File: config.mk
export PLATFORM = sky130hd
export DESIGN_NAME = add32_seq_ctrl
export DESIGN_NICKNAME = d
export VERILOG_FILES = /design/src/rtl/add32_seq_ctrl.sv
export SDC_FILE = /design/constraint.sdc
export NUM_CORES = 1
export LEC_CHECK = 0
export ABC_CLOCK_PERIOD_IN_PS = 4950
export CAP_MARGIN = 20
export CORE_UTILIZATION = 49
export CTS_BUF_LIST = sky130_fd_sc_hd__clkbuf_16
export DETAILED_ROUTE_END_ITERATION = 16
export PLACE_DENSITY = 0.81
export SLEW_MARGIN = 20
export SYNTH_ARGS = -nofsm -noshare
export SYNTH_HDL_FRONTEND = slang
export SYNTH_SLANG_ARGS = --single-unit
File: constraint.sdc
create_clock -name clk -period 4.95 [get_ports clk]
set_input_delay 0.495 -clock clk [delete_from_list [all_inputs] [get_ports clk]]
set_output_delay 0.495 -clock clk [all_outputs]
set_load 0.01 [all_outputs]
File: src/rtl/add32_seq_ctrl.sv
// ----------------------------------------------------------------------------
// add32_seq_ctrl
//   Multi-cycle 32-bit add/subtract controller. Two requesters share one
//   16-bit carry-lookahead adder (CLA_16bit). Each operation runs as a low
//   pass and then a high pass. The high pass takes the latched inter-half
//   carry. Requesters are arbitrated round-robin.
//
// Ports
//   clk, rst                 rising-edge clock, synchronous active-high reset
//   req0_valid/ready/a/b/sub requester 0 operation (sub=1 -> a-b)
//   req1_valid/ready/a/b/sub requester 1 operation
//   resp_valid/ready         result handshake
//   resp_id                  requester that owns the result
//   resp_sum                 32-bit result (modulo 2^32)
//   resp_cout                carry out of bit 31 (no-borrow flag on subtract)
//   resp_ovf                 signed two's-complement overflow
// ----------------------------------------------------------------------------

// 16-bit carry-lookahead adder: 4-bit groups with group generate/propagate
module CLA_16bit (
  input  logic [15:0] a,
  input  logic [15:0] b,
  input  logic        c_in,
  output logic [15:0] sum,
  output logic        c_out
);
  logic [15:0] g_s;
  logic [15:0] p_s;
  logic [3:0]  gg_s;
  logic [3:0]  pg_s;
  logic [4:0]  cg_s;
  logic [15:0] c_s;

  assign g_s = a & b;
  assign p_s = a ^ b;

  // Group generate / propagate for each 4-bit slice
  always_comb begin
    gg_s = 4'b0000;
    pg_s = 4'b0000;
    for (int k = 0; k < 4; k++) begin
      gg_s[k] = g_s[4*k+3]
              | (p_s[4*k+3] & g_s[4*k+2])
              | (p_s[4*k+3] & p_s[4*k+2] & g_s[4*k+1])
              | (p_s[4*k+3] & p_s[4*k+2] & p_s[4*k+1] & g_s[4*k]);
      pg_s[k] = &p_s[4*k +: 4];
    end
  end

  // Second-level lookahead: carry into each group, fully expanded
  always_comb begin
    cg_s    = 5'b00000;
    cg_s[0] = c_in;
    cg_s[1] = gg_s[0] | (pg_s[0] & c_in);
    cg_s[2] = gg_s[1] | (pg_s[1] & gg_s[0]) | (pg_s[1] & pg_s[0] & c_in);
    cg_s[3] = gg_s[2] | (pg_s[2] & gg_s[1]) | (pg_s[2] & pg_s[1] & gg_s[0])
            | (pg_s[2] & pg_s[1] & pg_s[0] & c_in);
    cg_s[4] = gg_s[3] | (pg_s[3] & gg_s[2]) | (pg_s[3] & pg_s[2] & gg_s[1])
            | (pg_s[3] & pg_s[2] & pg_s[1] & gg_s[0])
            | (pg_s[3] & pg_s[2] & pg_s[1] & pg_s[0] & c_in);
  end

  // Carry into each bit, derived from its group carry-in
  always_comb begin
    c_s = 16'h0000;
    for (int k = 0; k < 4; k++) begin
      c_s[4*k]   = cg_s[k];
      c_s[4*k+1] = g_s[4*k] | (p_s[4*k] & cg_s[k]);
      c_s[4*k+2] = g_s[4*k+1] | (p_s[4*k+1] & g_s[4*k])
                 | (p_s[4*k+1] & p_s[4*k] & cg_s[k]);
      c_s[4*k+3] = g_s[4*k+2] | (p_s[4*k+2] & g_s[4*k+1])
                 | (p_s[4*k+2] & p_s[4*k+1] & g_s[4*k])
                 | (p_s[4*k+2] & p_s[4*k+1] & p_s[4*k] & cg_s[k]);
    end
  end

  assign sum   = p_s ^ c_s;
  assign c_out = cg_s[4];
endmodule

module add32_seq_ctrl (
  input  logic        clk,
  input  logic        rst,
  input  logic        req0_valid,
  output logic        req0_ready,
  input  logic [31:0] req0_a,
  input  logic [31:0] req0_b,
  input  logic        req0_sub,
  input  logic        req1_valid,
  output logic        req1_ready,
  input  logic [31:0] req1_a,
  input  logic [31:0] req1_b,
  input  logic        req1_sub,
  output logic        resp_valid,
  input  logic        resp_ready,
  output logic        resp_id,
  output logic [31:0] resp_sum,
  output logic        resp_cout,
  output logic        resp_ovf
);
  typedef enum logic [1:0] {
    IDLE = 2'd0,
    LO   = 2'd1,
    HI   = 2'd2,
    DONE = 2'd3
  } state_t;

  state_t      state_r;
  logic        last_grant_r;
  logic [31:0] a_r;
  logic [31:0] b_r;         // already inverted for subtraction
  logic        cin_r;
  logic        id_r;
  logic        carry_mid_r;
  logic [15:0] sum_lo_r;

  logic        grant0_s;
  logic        grant1_s;
  logic [15:0] add_a_s;
  logic [15:0] add_b_s;
  logic        add_cin_s;
  logic [15:0] add_sum_s;
  logic        add_cout_s;

  // Round-robin arbiter: on a tie the requester that was not served last wins
  always_comb begin
    grant0_s = 1'b0;
    grant1_s = 1'b0;
    if ((state_r == IDLE) && !rst) begin
      if (req0_valid && req1_valid) begin
        grant0_s = last_grant_r;
        grant1_s = ~last_grant_r;
      end else begin
        grant0_s = req0_valid;
        grant1_s = req1_valid;
      end
    end else begin
      grant0_s = 1'b0;
      grant1_s = 1'b0;
    end
  end

  assign req0_ready = grant0_s;
  assign req1_ready = grant1_s;

  // Adder operand mux: low half in LO, high half with the mid carry in HI
  always_comb begin
    add_a_s   = a_r[15:0];
    add_b_s   = b_r[15:0];
    add_cin_s = cin_r;
    case (state_r)
      LO: begin
        add_a_s   = a_r[15:0];
        add_b_s   = b_r[15:0];
        add_cin_s = cin_r;
      end
      HI: begin
        add_a_s   = a_r[31:16];
        add_b_s   = b_r[31:16];
        add_cin_s = carry_mid_r;
      end
      default: begin
        add_a_s   = a_r[15:0];
        add_b_s   = b_r[15:0];
        add_cin_s = cin_r;
      end
    endcase
  end

  CLA_16bit u_cla (
    .a     (add_a_s),
    .b     (add_b_s),
    .c_in  (add_cin_s),
    .sum   (add_sum_s),
    .c_out (add_cout_s)
  );

  // Control FSM with registered response outputs
  always_ff @(posedge clk) begin
    if (rst) begin
      state_r      <= IDLE;
      last_grant_r <= 1'b1;
      a_r          <= 32'h0000_0000;
      b_r          <= 32'h0000_0000;
      cin_r        <= 1'b0;
      id_r         <= 1'b0;
      carry_mid_r  <= 1'b0;
      sum_lo_r     <= 16'h0000;
      resp_valid   <= 1'b0;
      resp_id      <= 1'b0;
      resp_sum     <= 32'h0000_0000;
      resp_cout    <= 1'b0;
      resp_ovf     <= 1'b0;
    end else begin
      case (state_r)
        IDLE: begin
          if (grant0_s) begin
            a_r     <= req0_a;
            b_r     <= req0_sub ? ~req0_b : req0_b;
            cin_r   <= req0_sub;
            id_r    <= 1'b0;
            state_r <= LO;
          end else if (grant1_s) begin
            a_r     <= req1_a;
            b_r     <= req1_sub ? ~req1_b : req1_b;
            cin_r   <= req1_sub;
            id_r    <= 1'b1;
            state_r <= LO;
          end else begin
            state_r <= IDLE;
          end
        end
        LO: begin
          sum_lo_r    <= add_sum_s;
          carry_mid_r <= add_cout_s;
          state_r     <= HI;
        end
        HI: begin
          resp_sum   <= {add_sum_s, sum_lo_r};
          resp_cout  <= add_cout_s;
          // Overflow: operands agree in sign but the result sign differs
          resp_ovf   <= (a_r[31] == b_r[31]) && (add_sum_s[15] != a_r[31]);
          resp_id    <= id_r;
          resp_valid <= 1'b1;
          state_r    <= DONE;
        end
        DONE: begin
          if (resp_ready) begin
            last_grant_r <= id_r;
            resp_valid   <= 1'b0;
            state_r      <= IDLE;
          end else begin
            state_r <= DONE;
          end
        end
        default: begin
          state_r <= IDLE;
        end
      endcase
    end
  end
endmodule

* Yosys cells after proc, flatten, opt, wreduce, memory -nomap -nowiden
Cells that the tools add are included.
** Word-level totals
- Register bits after elaboration :: 122
- Bits of input ports :: 135
- Output and inout bits :: 38
- Word-level logic and storage cells :: 180
** Cells by class
- Equal/unequal tests :: 6
- Mux-type cells :: 23
- Bitwise operators :: 124
- Reductions and logical operators :: 14
** Operators with widths (count)
- $mux W32 :: 6
- $and A1 B1 Y1 :: 72
- $not A32 Y32 :: 2
- $or A1 B1 Y1 :: 46
- $mux W16 :: 2
- $xor A16 B16 Y16 :: 2
- $and A16 B16 Y16 :: 1
- $reduce_and A4 Y1 :: 4
- $mux W1 :: 12
- $pmux W2 S4 :: 1
- $reduce_and A2 Y1 :: 3
- $eq A2 B2 Y1 const B :: 2
- $reduce_bool A2 Y1 :: 2
- $logic_and A1 B1 Y1 :: 3
- $eq A2 B1 Y1 const B :: 1
- $logic_not A2 Y1 :: 1
- $mux W2 :: 1
- $ne A2 B2 Y1 const B :: 1
- $pmux W1 S2 :: 1
- $eq A1 B1 Y1 :: 1
- $logic_not A1 Y1 :: 1
- $ne A1 B1 Y1 :: 1
- $not A1 Y1 :: 1

* Longest topological paths before layout
Gate-level depths: netlist (run 1).
- Depth in word-level cells :: 16
- Gate-level depth with buffers :: 17
- Gate-level depth less buffers :: 13

* Cells and area by module
A second synthesis (run 1) with hierarchy kept.
** Unflattened totals
- Cell total of the unflattened synthesis :: 942
- Area, all modules :: 7589.8 um2
** Modules (own cells, without submodules)
- add32_seq_ctrl :: instances 1, cells each 842, area an instance 6732.7 um2, seq. area each 2442.3 um2
- CLA_16bit :: instances 1, cells each 100, area an instance 857.1 um2, seq. area each 0.0 um2

* Worst setup path before layout (run 1)
OpenSTA, ideal clock, no wires.
- Path kind :: register -> register
- Start :: register state_r[1]
- End :: register resp_sum[25]
- Library setup time :: 0.086 ns
- Arrival :: 3.338 ns
- Data required time :: 4.864 ns
- Slack :: 1.527 ns
- Cell stages (with the launch flop) :: 17
- Buffers on the path :: 4
- Period minus slack after synthesis :: 3.423 ns
- Cells stage by stage :: dfxtp_1 -> buf_4 -> and2b_1 -> clkbuf_1 -> clkbuf_1 -> clkbuf_1 -> nand2_1 -> nand2_1 -> ha_1 -> and3_1 -> nand3b_1 -> o21ai_4 -> o311ai_1 -> nand2_1 -> fa_1 -> xnor2_1 -> a211oi_1
** On the way
- Word-level cells in the longest chain between the ends :: 13
- Elaborated cells between the ends (all ways) :: 32
- Those cells by class :: eq/ne (1); mux (3); bitwise (26); reduce/logical (2)
** Ends and longest elaborated chain
- start, declared :: line 108 : state_t state_r;
- start signal, assigned :: line 181 : state_r <= IDLE;
- start signal, assigned :: line 202 : state_r <= LO;
- start signal, assigned :: line 208 : state_r <= LO;
- $eq A2 B2 Y1 (*) :: line 151, 195
- $mux W16 :: line 151 : case (state_r)
- $xor A16 B16 Y16 / $and A16 B16 Y16 (equally long branches) :: line 35, 34
- $and A1 B1 Y1 (on tied branches) :: line 43, 44, 45
- $or A1 B1 Y1, or another cell as far along :: line 43 : | (p_s[4*k+3] & g_s[4*k+2])
- $or A1 B1 Y1 / $and A1 B1 Y1 (equally long branches) :: line 44, 45
- $or A1 B1 Y1 :: line 45 : | (p_s[4*k+3] & p_s[4*k+2] & p_s[4*k+1] & g_s[4*k]);
- $and A1 B1 Y1 :: line 55 : cg_s[2] = gg_s[1] | (pg_s[1] & gg_s[0]) | (pg_s[1] & pg_s[0] & c_in);
- $or A1 B1 Y1 (2 in a row) :: line 55
- $and A1 B1 Y1 :: line 68 : c_s[4*k+1] = g_s[4*k] | (p_s[4*k] & cg_s[k]);
- $or A1 B1 Y1 :: line 68
- $xor A16 B16 Y16 :: line 77 : assign sum = p_s ^ c_s;
- end signal, assigned :: line 219 : resp_sum <= {add_sum_s, sum_lo_r};
- end, declared :: line 97 : output logic [31:0] resp_sum,
Mark *: on every way between the ends. The rest lies on a longest branch, timed or not.
A chain may end at the register's enable or synchronous reset.

* Final worst setup path (run 1)
- Start :: register state_r[1]
- End :: register sum_lo_r[8]
** On the way
- Word-level cells in the longest chain between the ends :: 11
- Elaborated cells between the ends (all ways) :: 31
- Those cells by class :: eq/ne (2); mux (3); bitwise (24); reduce/logical (2)
** Ends and longest elaborated chain
- $eq A2 B2 Y1 (*) :: line 151
- $mux W16 :: line 151
- $xor A16 B16 Y16 / $and A16 B16 Y16 (equally long branches) :: line 35, 34
- $and A1 B1 Y1 (on tied branches) :: line 43, 44, 45
- $or A1 B1 Y1, or another cell as far along :: line 43
- $or A1 B1 Y1 / $and A1 B1 Y1 (equally long branches) :: line 44, 45
- $or A1 B1 Y1 :: line 45
- $and A1 B1 Y1 :: line 55
- $or A1 B1 Y1 (2 in a row) :: line 55
- $xor A16 B16 Y16 (*) :: line 77
- net add_sum_s[8] :: line 122 : logic [15:0] add_sum_s;
- end signal, assigned :: line 214 : sum_lo_r <= add_sum_s;
- end, declared :: line 115 : logic [15:0] sum_lo_r;
The timed path passes the listed nets; every way through them passes the cells marked *.

==> metrics.md, run 1 <==
| Metric | Value |
|---|---|
| Drt drc | `0` |
| CTS tree | `built` |
| Mean routed wirelength per cell | `15.1 um` |
| Initial Util | `roughly 50%` |
| H-tree depth | `4` |
| IO Pins | `approximately 170` |
| Tightest Pin Transition | `1020 ps` |
| Most common flop cell mapped by yosys | `dfxtp_1` |
| Initial DRC count | `approximately 500` |
| Global Route Usage Sum | `25.8%` |
| GPL Wtd Cong | `0.945` |
| Drt first pass iters | `5` |
| TNS Setup | `0 ps` |
| Async S/R FF share, synth | `0%` |
| Post-DP HPWL | `12700 um` |
| Worst-path fanout max | `50` |
| Worst EP arrival | `roughly 4200 ps` |
| Post-CTS Hold Fix Bufs | `0` |
| Fin crit share | `77.7%` |
| CP cell instances | `and2b_2, nand2_1, nand2_1, ha_1, and3_1, nand3b_1, o21ai_4, o311ai_1, nand2_1, fa_1, nand2_1, a21oi_1` |
| Seq/Total Area, Yosys | `37.3%` |
| Clk_lat worst skew | `410 ps` |
| Post-CTS Setup Repair Bufs | `0` |
| Static leakage | `3.36 nW` |
| Total gr overflow | `0` |
| Synth-to-layout area growth | `35.5%` |
| Number of library cell types mapped by synthesis | `46` |
| ANT nets after route | `0` |
| Startpoint types | `flip-flop` |
| Utilization after layout | `69.2%` |
| Buf/Inv on CP | `0` |
| Worst setup path category | `reg -> reg` |
| Die W | `118 um` |
| Final min period | `3850 ps` |
| Power Dens Cells | `339 nW/um2` |
| Synth Instances | `874` |
| Synth warn | `0` |
| Via count | `roughly 6400` |
| Die area | `between 10000 and 15000 um2` |
| Core area | `12800 um2` |
| Post-Syn Area per Cell | `7.49 um2` |
| Peak supply drop | `0.000260 V` |
| Slew HR | `31.7%` |
| Nets | `1158` |
| Largest net degree at the start of global routing | `71` |
| Initial antenna violation count | `0` |
| Worst hold path class | `reg -> reg` |
| Seq cells post-synth | `122` |
| Crit end category | `flip-flop` |
| Max stage delay on crit path | `820 ps` |
| WP data required | `5270 ps` |
| IO buf count | `172` |
| Number of global-route vias before repair | `5860` |
| Number of clock sinks | `122` |
| Mapped Nets | `1029` |
| Max cap viols | `0` |
| Setup-failing EPs final | `0` |
| Final Hold Vio Count | `0` |
| Root buffer cell | `clkbuf_16` |
| Outcome | `finished, final reports clean` |
| ANT cells | `0` |
| Worst-case clock buffer depth | `2` |
| Cell family with most CP delay | `simple AND/OR/NAND/NOR gates` |
| Clk pin slew, worst setup/hold paths | `50 ps` |
| Layout cells sized above 1 | `under 10%` |
| Global-route wire length before repair | `28600 um` |
| Cts bufs inserted | `17` |
| Highest-delay cell along the critical path | `and2b_2` |
| Cell Area, Synth | `6550 um2` |
| Site Rows | `41` |
| Most repeated library cell on the critical path | `nand2_1` |
| Final-report max-slew violation count | `0` |
| Post-DR vias/cell | `5.38` |
| Clock skew after layout | `9.03 ps` |
| Post-synth EDFFs | `0` |
| Die H | `118 um` |
| Most frequent cells in the layout | `nand2_1 (299), clkdlybuf4s50_1 (169), dfxtp_1 (122)` |
| DRT Wirelength | `17900 um` |
| Number of gates resized after cts | `0` |
| RSZ-0062 raised after global routing | `no` |
| Highest clock rate | `0.260 GHz` |
| Most common cell after layout, fill and taps aside | `nand2_1` |
-- worst paths after layout --
path	startpoint	end	slack, ps	cells after the start
max	state_r[1]$_SDFF_PP0_	sum_lo_r[8]$_SDFFE_PP0N_	1100	12
min	b_r[28]$_SDFFE_PP0P_	b_r[28]$_SDFFE_PP0P_	450	2
max reg2reg	state_r[1]$_SDFF_PP0_	sum_lo_r[8]$_SDFFE_PP0N_	1100	12
min reg2reg	b_r[28]$_SDFFE_PP0P_	b_r[28]$_SDFFE_PP0P_	450	2
-- layout make-up --
type	count	area [um2]
fill	1067	3950
multi-input combinational	674	3810
sequential	122	2440
timing repair buffer	179	1760
clock buffer	17	425
tap	172	215
clock inverter	14	179
inverter	9	33.8
-- through the flow --
step	hold WS (ps)	instance area [um2]	total power, mW	cells	setup slack [ps]
floorplan	432	6550	1.50	874	1530
global placement	440	8260	1.73	1156	1310
detailed placement	445	8260	1.74	1156	1180
CTS	453	8870	3.01	1187	1130
global route	476	8870	3.13	1187	750
finish	450	8870	3.01	1187	1100
-- cell usage after synthesis, types with 8 or more instances --
cell | instances | area [um2]
a211oi_1 | 9 | 67.6
xnor2_1 | 38 | 333
dfxtp_1 | 122 | 2440
o211ai_1 | 33 | 248
xor2_1 | 34 | 298
o21ai_0 | 8 | 40.0
a311oi_1 | 33 | 289
nand2_1 | 299 | 1120
nand3_1 | 14 | 70.1
buf_1 | 17 | 63.8
clkbuf_1 | 50 | 188
a21oi_1 | 77 | 385
nor2_1 | 52 | 195
ha_1 | 16 | 200
-- flip-flops by register name, summed over array words and instances (netlist names) --
signal,count
resp_id,1
id_r,1
resp_sum,32
resp_ovf,1
resp_valid,1
cin_r,1
state_r,2
resp_cout,1
carry_mid_r,1
sum_lo_r,16
last_grant_r,1
b_r,32
a_r,32
-- worst min-delay path, delay by kind of cell (launching register included) --
kind	cells	cell delay (ps)
AOI/OAI and AO/OA	1	50
DFF	1	310
and+or+nand+nor	1	50
-- logic make-up after synthesis --
group	count (synthesis)	synth area share, %
muxes	6	1.11
xor gates and xnor gates	72	9.63
and+or+nand+nor	391	23.8
DFF	122	37.3
buffers and inverters	78	4.64
AOI/OAI and AO/OA	185	19.3
adders and majority gates	20	4.28
-- metal layers --
layer	GRT usage (%)	part of all wire [%]	vias to the layer above
li1	-	-	3221
met1	33.9	45	2904
met2	41.2	47	224
met3	4.99	5.6	36
met4	10.9	2.8	0
met5	0	0	-
-- power breakdown --
part           switching (mW)  internal, mW
Sequential             0.0580          1.06
Clock                   0.450         0.832
Combinational           0.333         0.276
Total                   0.841          2.17
Power figures use the tool's default switching activity.
==> run 2: changes to the inputs <==
- ABC_CLOCK_PERIOD_IN_PS: 4950 -> 3150
- CORE_UTILIZATION: 49 -> 45
- PLACE_DENSITY: 0.81 -> 0.78
- clock period: 4.95 -> 3.15 ns (I/O delays scaled with it)
==> run 2 against run 1 <==
  * Total power up 59%
  * Non-clock buffer count is 18 higher
  * Sequential share of layout area down 0.67 points
  * Critical endpoint is now resp_sum[28]$_SDFFE_PP0P_
  * Count of clock-buffer cells in the layout stayed put
  * Register-to-register slack worse by 950 ps
  * Largest power group unchanged
  * Worst hold slack worse by 7.5 ps
  * Die area rose by 8.7%
  * Combinational power is 72% higher
  * Routed wire length up 3.4%
==> metrics.md, run 2 (synthesis gave the netlist of run 1 again) <==
| Metric | Value |
|---|---|
| Nets | `1178 (was 1158)` |
| Worst hold path class | `reg -> reg (unchanged)` |
| Worst setup path category | `reg -> reg (unchanged)` |
| Total gr overflow | `0 (unchanged)` |
| WP data required | `3460 ps (was 5270 ps)` |
| Setup-failing EPs final | `0 (unchanged)` |
| Slew HR | `38.6% (was 31.7%)` |
| Layout cells sized above 1 | `7.72% (was 4.53%)` |
| CTS tree | `built (unchanged)` |
| Register area | `2450 um2 (was 2440 um2)` |
| Net switching fraction of the power | `28.9% (was 28.0%)` |
| CP cell instances | `and2b_4, buf_4, nand2_1, nand2_1, ha_1, a21o_1, a21o_1, a221oi_1, buf_4, and2_4, fa_2, a211oi_1 (was and2b_2, nand2_1, nand2_1, ha_1, and3_1, nand3b_1, o21ai_4, o311ai_1, nand2_1, fa_1, nand2_1, a21oi_1)` |
| Max stage delay on crit path | `420 ps (was 820 ps)` |
| ANT nets after route | `0 (unchanged)` |
| Multi-input gate area | `3900 um2 (was 3810 um2)` |
| Top Registers | `a_r x32, b_r x32, resp_sum x32 (unchanged)` |
| Largest net degree at the start of global routing | `69 (was 71)` |
| Mean routed wirelength per cell | `15.2 um (was 15.1 um)` |
| Die W | `123 um (was 118 um)` |
| Post-Layout Cell Count | `1216 (was 1187)` |
| Post-DR vias/cell | `5.36 (was 5.38)` |
| Cts bufs inserted | `17 (unchanged)` |
| H-tree depth | `4 (unchanged)` |
| Highest-delay cell along the critical path | `fa_2 (was and2b_2)` |
| Number of global-route vias before repair | `6042 (was 5860)` |
| Core area | `14000 um2 (was 12800 um2)` |
| Max cap viols | `0 (unchanged)` |
| Psw | `1.38 mW (was 841 uW)` |
| Global-route wire length before repair | `29800 um (was 28600 um)` |
| Overall power | `4.78 mW (was 3.01 mW)` |
| Peak supply drop | `0.000460 V (was 0.000260 V)` |
| Number of clock sinks | `122 (unchanged)` |
| Most common cell after layout, fill and taps aside | `nand2_1 (unchanged)` |
| Fin crit share | `95.3% (was 77.7%)` |
| Post-DP HPWL | `13300 um (was 12700 um)` |
| Drt first pass iters | `5 (unchanged)` |
| Crit end category | `flip-flop (unchanged)` |
| Clk_lat worst skew | `400 ps (was 410 ps)` |
| Worst EP arrival | `3310 ps (was 4170 ps)` |
| Worst-path fanout max | `8 (was 50)` |
| Worst-case clock buffer depth | `2 (unchanged)` |
| Root buffer cell | `clkbuf_16 (unchanged)` |
| Power Dens Cells | `524 nW/um2 (was 339 nW/um2)` |
| ANT cells | `0 (unchanged)` |
| Final min period | `3000 ps (was 3850 ps)` |
| Post-CTS Hold Fix Bufs | `0 (unchanged)` |
| Clk pin slew, worst setup/hold paths | `60 ps (was 50 ps)` |
| Initial DRC count | `581 (was 499)` |
| Site Rows | `43 (was 41)` |
| Die H | `123 um (was 118 um)` |
| RSZ-0062 raised after global routing | `no (unchanged)` |
| Final worst setup slack | `148 ps (was 1100 ps)` |
| TNS Setup | `0 ps (unchanged)` |
| Final-report max-slew violation count | `0 (unchanged)` |
| Drt drc | `0 (unchanged)` |
| Most frequent cells in the layout | `nand2_1 (299), clkdlybuf4s50_1 (169), dfxtp_1 (120) (was nand2_1 (299), clkdlybuf4s50_1 (169), dfxtp_1 (122))` |
| Tightest Pin Transition | `920 ps (was 1020 ps)` |
| Total placed cells including tap cells | `1181 (was 1156)` |
| Startpoint types | `flip-flop (unchanged)` |
| Filler Cell Count | `1206 (was 1067)` |
| Global Route Usage Sum | `25.4% (was 25.8%)` |
| Highest clock rate | `0.333 GHz (was 0.260 GHz)` |
| Initial antenna violation count | `0 (unchanged)` |
| Sequential share of power | `36.7% (was 37.2%)` |
| Logic pwr share | `21.9% (was 20.3%)` |
| GPL Wtd Cong | `0.901 (was 0.945)` |
| Via count | `6512 (was 6385)` |
| Clock skew after layout | `8.42 ps (was 9.03 ps)` |
| IO Pins | `173 (unchanged)` |
| Final Hold Vio Count | `0 (unchanged)` |
| Static leakage | `3.47 nW (was 3.36 nW)` |
| Initial Util | `46.6% (was 51.1%)` |
| IO buf count | `172 (unchanged)` |
| DRT Wirelength | `18500 um (was 17900 um)` |
| Pre-CTS setup slack | `41.2 ps (was 1180 ps)` |
| Synth-to-layout area growth | `39.1% (was 35.5%)` |
| Outcome | `finished, final reports clean (unchanged)` |
| P_int | `3.39 mW (was 2.17 mW)` |
| Die area | `15000 um2 (was 13800 um2)` |
| Clock power frac | `41.3% (was 42.6%)` |
[run 2: cell count changes in the layout (fill, tap and decap cells not counted), sizes merged]
cell / change
buf: +18
clkinv: +2
and2b: +1
bufinv: -1
clkinvlp: -1
inv: +1
nand2b: +1
[run 2: per-layer routing]
metal	GRT usage (%)	wire length [um]	vias to the layer above
li1	-	-	3263
met1	34.8	8300	2981
met2	41.0	8770	240
met3	3.44	1050	28
met4	8.46	371	0
met5	0	0	-
[run 2: cell type report]
type,count,share of cell area [%]
Clock buffer,17,4.67
Clock inverter,15,1.92
Inverter,9,0.371
Multi-Input combinational cell,676,42.8
Sequential cell,122,26.9
Tap cell,180,2.47
Timing Repair Buffer,197,20.9
[run 2: path summary, 6_finish.rpt]
kind / slack, ps / cells past startpoint / endpoint / from
min reg2reg: 440 / 2 / resp_sum[0]$_SDFFE_PP0P_ / sum_lo_r[0]$_SDFFE_PP0N_
min: 440 / 2 / resp_sum[0]$_SDFFE_PP0P_ / sum_lo_r[0]$_SDFFE_PP0N_
max: 150 / 12 / resp_sum[28]$_SDFFE_PP0P_ / state_r[0]$_SDFF_PP0_
max reg2reg: 150 / 12 / resp_sum[28]$_SDFFE_PP0P_ / state_r[0]$_SDFF_PP0_
[run 2: repair_timing]
action / 4_1_cts / 5_1_grt
hold endpoints to repair: 0 / 0
setup buffers: 0 / 1
pin swaps: 0 / 3
gates cloned: 1 / 1
resized for setup: 3 / 9
endpoints found under the setup margin: 3 / 10
[run 2: power groups by stage]
| stage | clock network, mW | registers [mW] | logic, mW |
|---|---|---|---|
| after global routing | 2.06 | 1.77 | 1.15 |
| after CTS | 1.99 | 1.75 | 1.03 |
| final | 1.97 | 1.76 | 1.05 |
| after floorplan | 0 | 1.76 | 0.617 |
| after global placement | 0 | 1.78 | 0.993 |
| after detailed placement | 0 | 1.78 | 1.01 |
[run 2: worst max-delay path: cells and delay by family (launching register included)]
kind / cells / cell delay [ps]
fa+ha+maj: 2 / 780
simple gates: 4 / 480
buf+inv: 2 / 340
flops: 1 / 370
compound gates: 4 / 930
[run 2: metrics by stage]
step	utilization (%)	area (um2)	hold WS (ps)
3_5_place_dp	60.1	8440	444
6_report	64.9	9110	443
2_1_floorplan	-	6610	432
4_1_cts	64.5	9060	447
3_3_place_gp	60.1	8440	439
5_1_grt	64.9	9110	463
==> run 3: changes to the inputs <==
- CORE_MARGIN: default -> 2
==> run 3 against run 2 <==
  * Via count shrank 0.17%
  * First-iteration DRC count fell by 18%
  * Routed wire length rose by 2.6%
  * Combinational power barely moved
  * Cell count up 0.66%
==> metrics.md, run 3 (synthesis gave the netlist of run 1 again) <==
| Metric | Value |
|---|---|
| Initial Util | `45.6% (was 46.6%)` |
| Setup-failing EPs final | `0 (unchanged)` |
| Core area | `14400 um2 (was 14000 um2)` |
| Worst-path fanout max | `14 (was 8)` |
| ANT cells | `0 (unchanged)` |
| Initial DRC count | `478 (was 581)` |
| WP data required | `3500 ps (was 3460 ps)` |
| Clock skew after layout | `8.08 ps (was 8.42 ps)` |
| Via count | `6501 (was 6512)` |
| Peak supply drop | `0.000410 V (was 0.000460 V)` |
| R2r endpoint | `resp_sum[29]$_SDFFE_PP0P_ (was resp_sum[28]$_SDFFE_PP0P_)` |
| Most frequent cells in the layout | `nand2_1 (295), clkdlybuf4s50_1 (169), dfxtp_1 (120) (was nand2_1 (299), clkdlybuf4s50_1 (169), dfxtp_1 (120))` |
| Layout cells sized above 1 | `8.94% (was 7.72%)` |
| Final-report max-slew violation count | `0 (unchanged)` |
| DRT Wirelength | `19000 um (was 18500 um)` |
| R2R setup slack | `110 ps (was 150 ps)` |
| Final Hold Vio Count | `0 (unchanged)` |
| Synth-to-layout area growth | `41.1% (was 39.1%)` |
| Root buffer cell | `clkbuf_16 (unchanged)` |
| Clk_lat worst skew | `420 ps (was 400 ps)` |
| R2R depth | `15 (was 12)` |
| Die area | `15500 um2 (was 15000 um2)` |
| Power Dens Cells | `528 nW/um2 (was 524 nW/um2)` |
| Drt drc | `0 (unchanged)` |
| Largest net degree at the start of global routing | `73 (was 69)` |
| Outcome | `finished, final reports clean (unchanged)` |
| IO buf count | `172 (unchanged)` |
| Worst setup path category | `reg -> reg (unchanged)` |
| Design area | `9240 um2 (was 9110 um2)` |
| ANT nets after route | `0 (unchanged)` |
| Most common cell after layout, fill and taps aside | `nand2_1 (unchanged)` |
| Global Route Usage Sum | `23.9% (was 25.4%)` |
| Critical Path Source | `state_r[0]$_SDFF_PP0_ (unchanged)` |
| Clk pin slew, worst setup/hold paths | `60 ps (about the same)` |
| GPL Wtd Cong | `0.897 (was 0.901)` |
| Startpoint types | `flip-flop (unchanged)` |
| Worst hold path class | `reg -> reg (unchanged)` |
| Nets | `1182 (was 1178)` |
| Fin crit share | `96.4% (was 95.3%)` |
| Post-CTS Hold Fix Bufs | `0 (unchanged)` |
| Utilization after layout | `64.3% (was 64.9%)` |
| Site Rows | `44 (was 43)` |
| Crit end category | `flip-flop (unchanged)` |
| Total gr overflow | `0 (unchanged)` |
| Beginning of the worst register-to-register path | `state_r[0]$_SDFF_PP0_ (unchanged)` |
| Final min period | `3040 ps (was 3000 ps)` |
| Post-Place Cell Area | `8480 um2 (was 8440 um2)` |
| Top Registers | `a_r x32, b_r x32, resp_sum x32 (unchanged)` |
| H-tree depth | `4 (unchanged)` |
| Overall power | `4.88 mW (was 4.78 mW)` |
| IO Pins | `173 (unchanged)` |
| Die H | `125 um (was 123 um)` |
| Worst EP arrival | `3390 ps (was 3310 ps)` |
| Critical Path End | `resp_sum[29]$_SDFFE_PP0P_ (was resp_sum[28]$_SDFFE_PP0P_)` |
| Post-DP HPWL | `13600 um (was 13300 um)` |
| Hold Startpoint | `sum_lo_r[1]$_SDFFE_PP0N_ (was sum_lo_r[0]$_SDFFE_PP0N_)` |
| Post-DR vias/cell | `5.31 (was 5.36)` |
| Drt first pass iters | `5 (unchanged)` |
| Die W | `125 um (was 123 um)` |
| Max cap viols | `0 (unchanged)` |
| Static leakage | `3.49 nW (was 3.47 nW)` |
| Tightest Pin Transition | `898 ps (was 920 ps)` |
| Number of global-route vias before repair | `6129 (was 6042)` |
| Highest clock rate | `0.329 GHz (was 0.333 GHz)` |
| Number of clock sinks | `122 (unchanged)` |
| Slew HR | `40.1% (was 38.6%)` |
| Global-route wire length before repair | `30300 um (was 29800 um)` |
| Cts bufs inserted | `17 (unchanged)` |
| Initial antenna violation count | `0 (unchanged)` |
| CTS tree | `built (unchanged)` |
| Mean routed wirelength per cell | `15.5 um (was 15.2 um)` |
| Worst-case clock buffer depth | `2 (unchanged)` |
==> run 3: cell count changes in the layout (fill, tap and decap cells not counted), moves of 2 or more <==
cell and delta:
buf_4 +4, nand2_1 -4, nand2_2 +4, a21oi_1 -3, a21oi_2 +3, a211oi_1 -2, a211oi_2 +2, clkinv_2 -2
clkinv_4 +2, fa_1 +2, fa_2 -2, ha_1 -2, ha_4 +2
==> run 3: timing repair <==
item | CTS | global route
buffers inserted | 0 | 2
gates resized for setup | 0 | 18
endpoints found under the setup margin | 0 | 14
==> run 3: report_power, final <==
part	leakage, nW	internal, mW	switching, mW
clock	0.298	1.32	0.737
sequential	0.997	1.67	0.0899
combinational	2.19	0.495	0.572
total	3.49	3.48	1.40
==> run 3: per-layer routing <==
metal,wire length [um],vias to the layer above,track usage [%]
met4,291,0,8.00
met5,0,-,0
met1,8520,3014,31.6
met2,9120,206,39.3
met3,1050,27,4.55
li1,-,3254,-
==> run 3: per-stage QoR <==
step / worst slack, ps / hold slack [ps] / setup TNS (ps) / cells
after floorplan: 4.08 / 432 / 0 / 874
after global routing: -29.7 / 466 / -83.0 / 1224
after global placement: 158 / 439 / 0 / 1188
final: 112 / 445 / 0 / 1224
after CTS: 15.2 / 451 / 0 / 1220
after detailed placement: 47.1 / 445 / 0 / 1188
==> run 3: worst min path at each step <==
stage,slack (ps),depth (start not counted),end
5_1_grt,470,2,b_r[9]$_SDFFE_PP0P_
3_3_place_gp,440,2,resp_sum[15]$_SDFFE_PP0P_
6_report,450,2,resp_sum[1]$_SDFFE_PP0P_
4_1_cts,450,2,resp_sum[1]$_SDFFE_PP0P_
3_5_place_dp,450,2,b_r[9]$_SDFFE_PP0P_
2_1_floorplan,430,2,resp_sum[11]$_SDFFE_PP0P_
==> run 3: cell type report <==
| type | instances | area (um2) |
|---|---|---|
| Tap cell | 184 | 230 |
| Clock inverter | 15 | 200 |
| Clock buffer | 17 | 425 |
| Inverter | 9 | 33.8 |
| Fill cell | 1262 | 5130 |
| Sequential cell | 122 | 2450 |
| Timing Repair Buffer | 202 | 1960 |
| Multi-Input combinational cell | 675 | 3940 |
==> run 3: worst max-delay path: stages, from the launching register on <==
cell and delay, ps:
dfxtp_4 370, and2b_2 270, clkbuf_16 190, nand2_1 80
nand2_1 70, ha_1 300, buf_4 160, nand2_1 50
o21ai_0 190, a221oi_1 130, buf_4 170, and2_4 150
fa_1 430, xnor2_1 180, nand2_1 90, a21oi_2 140
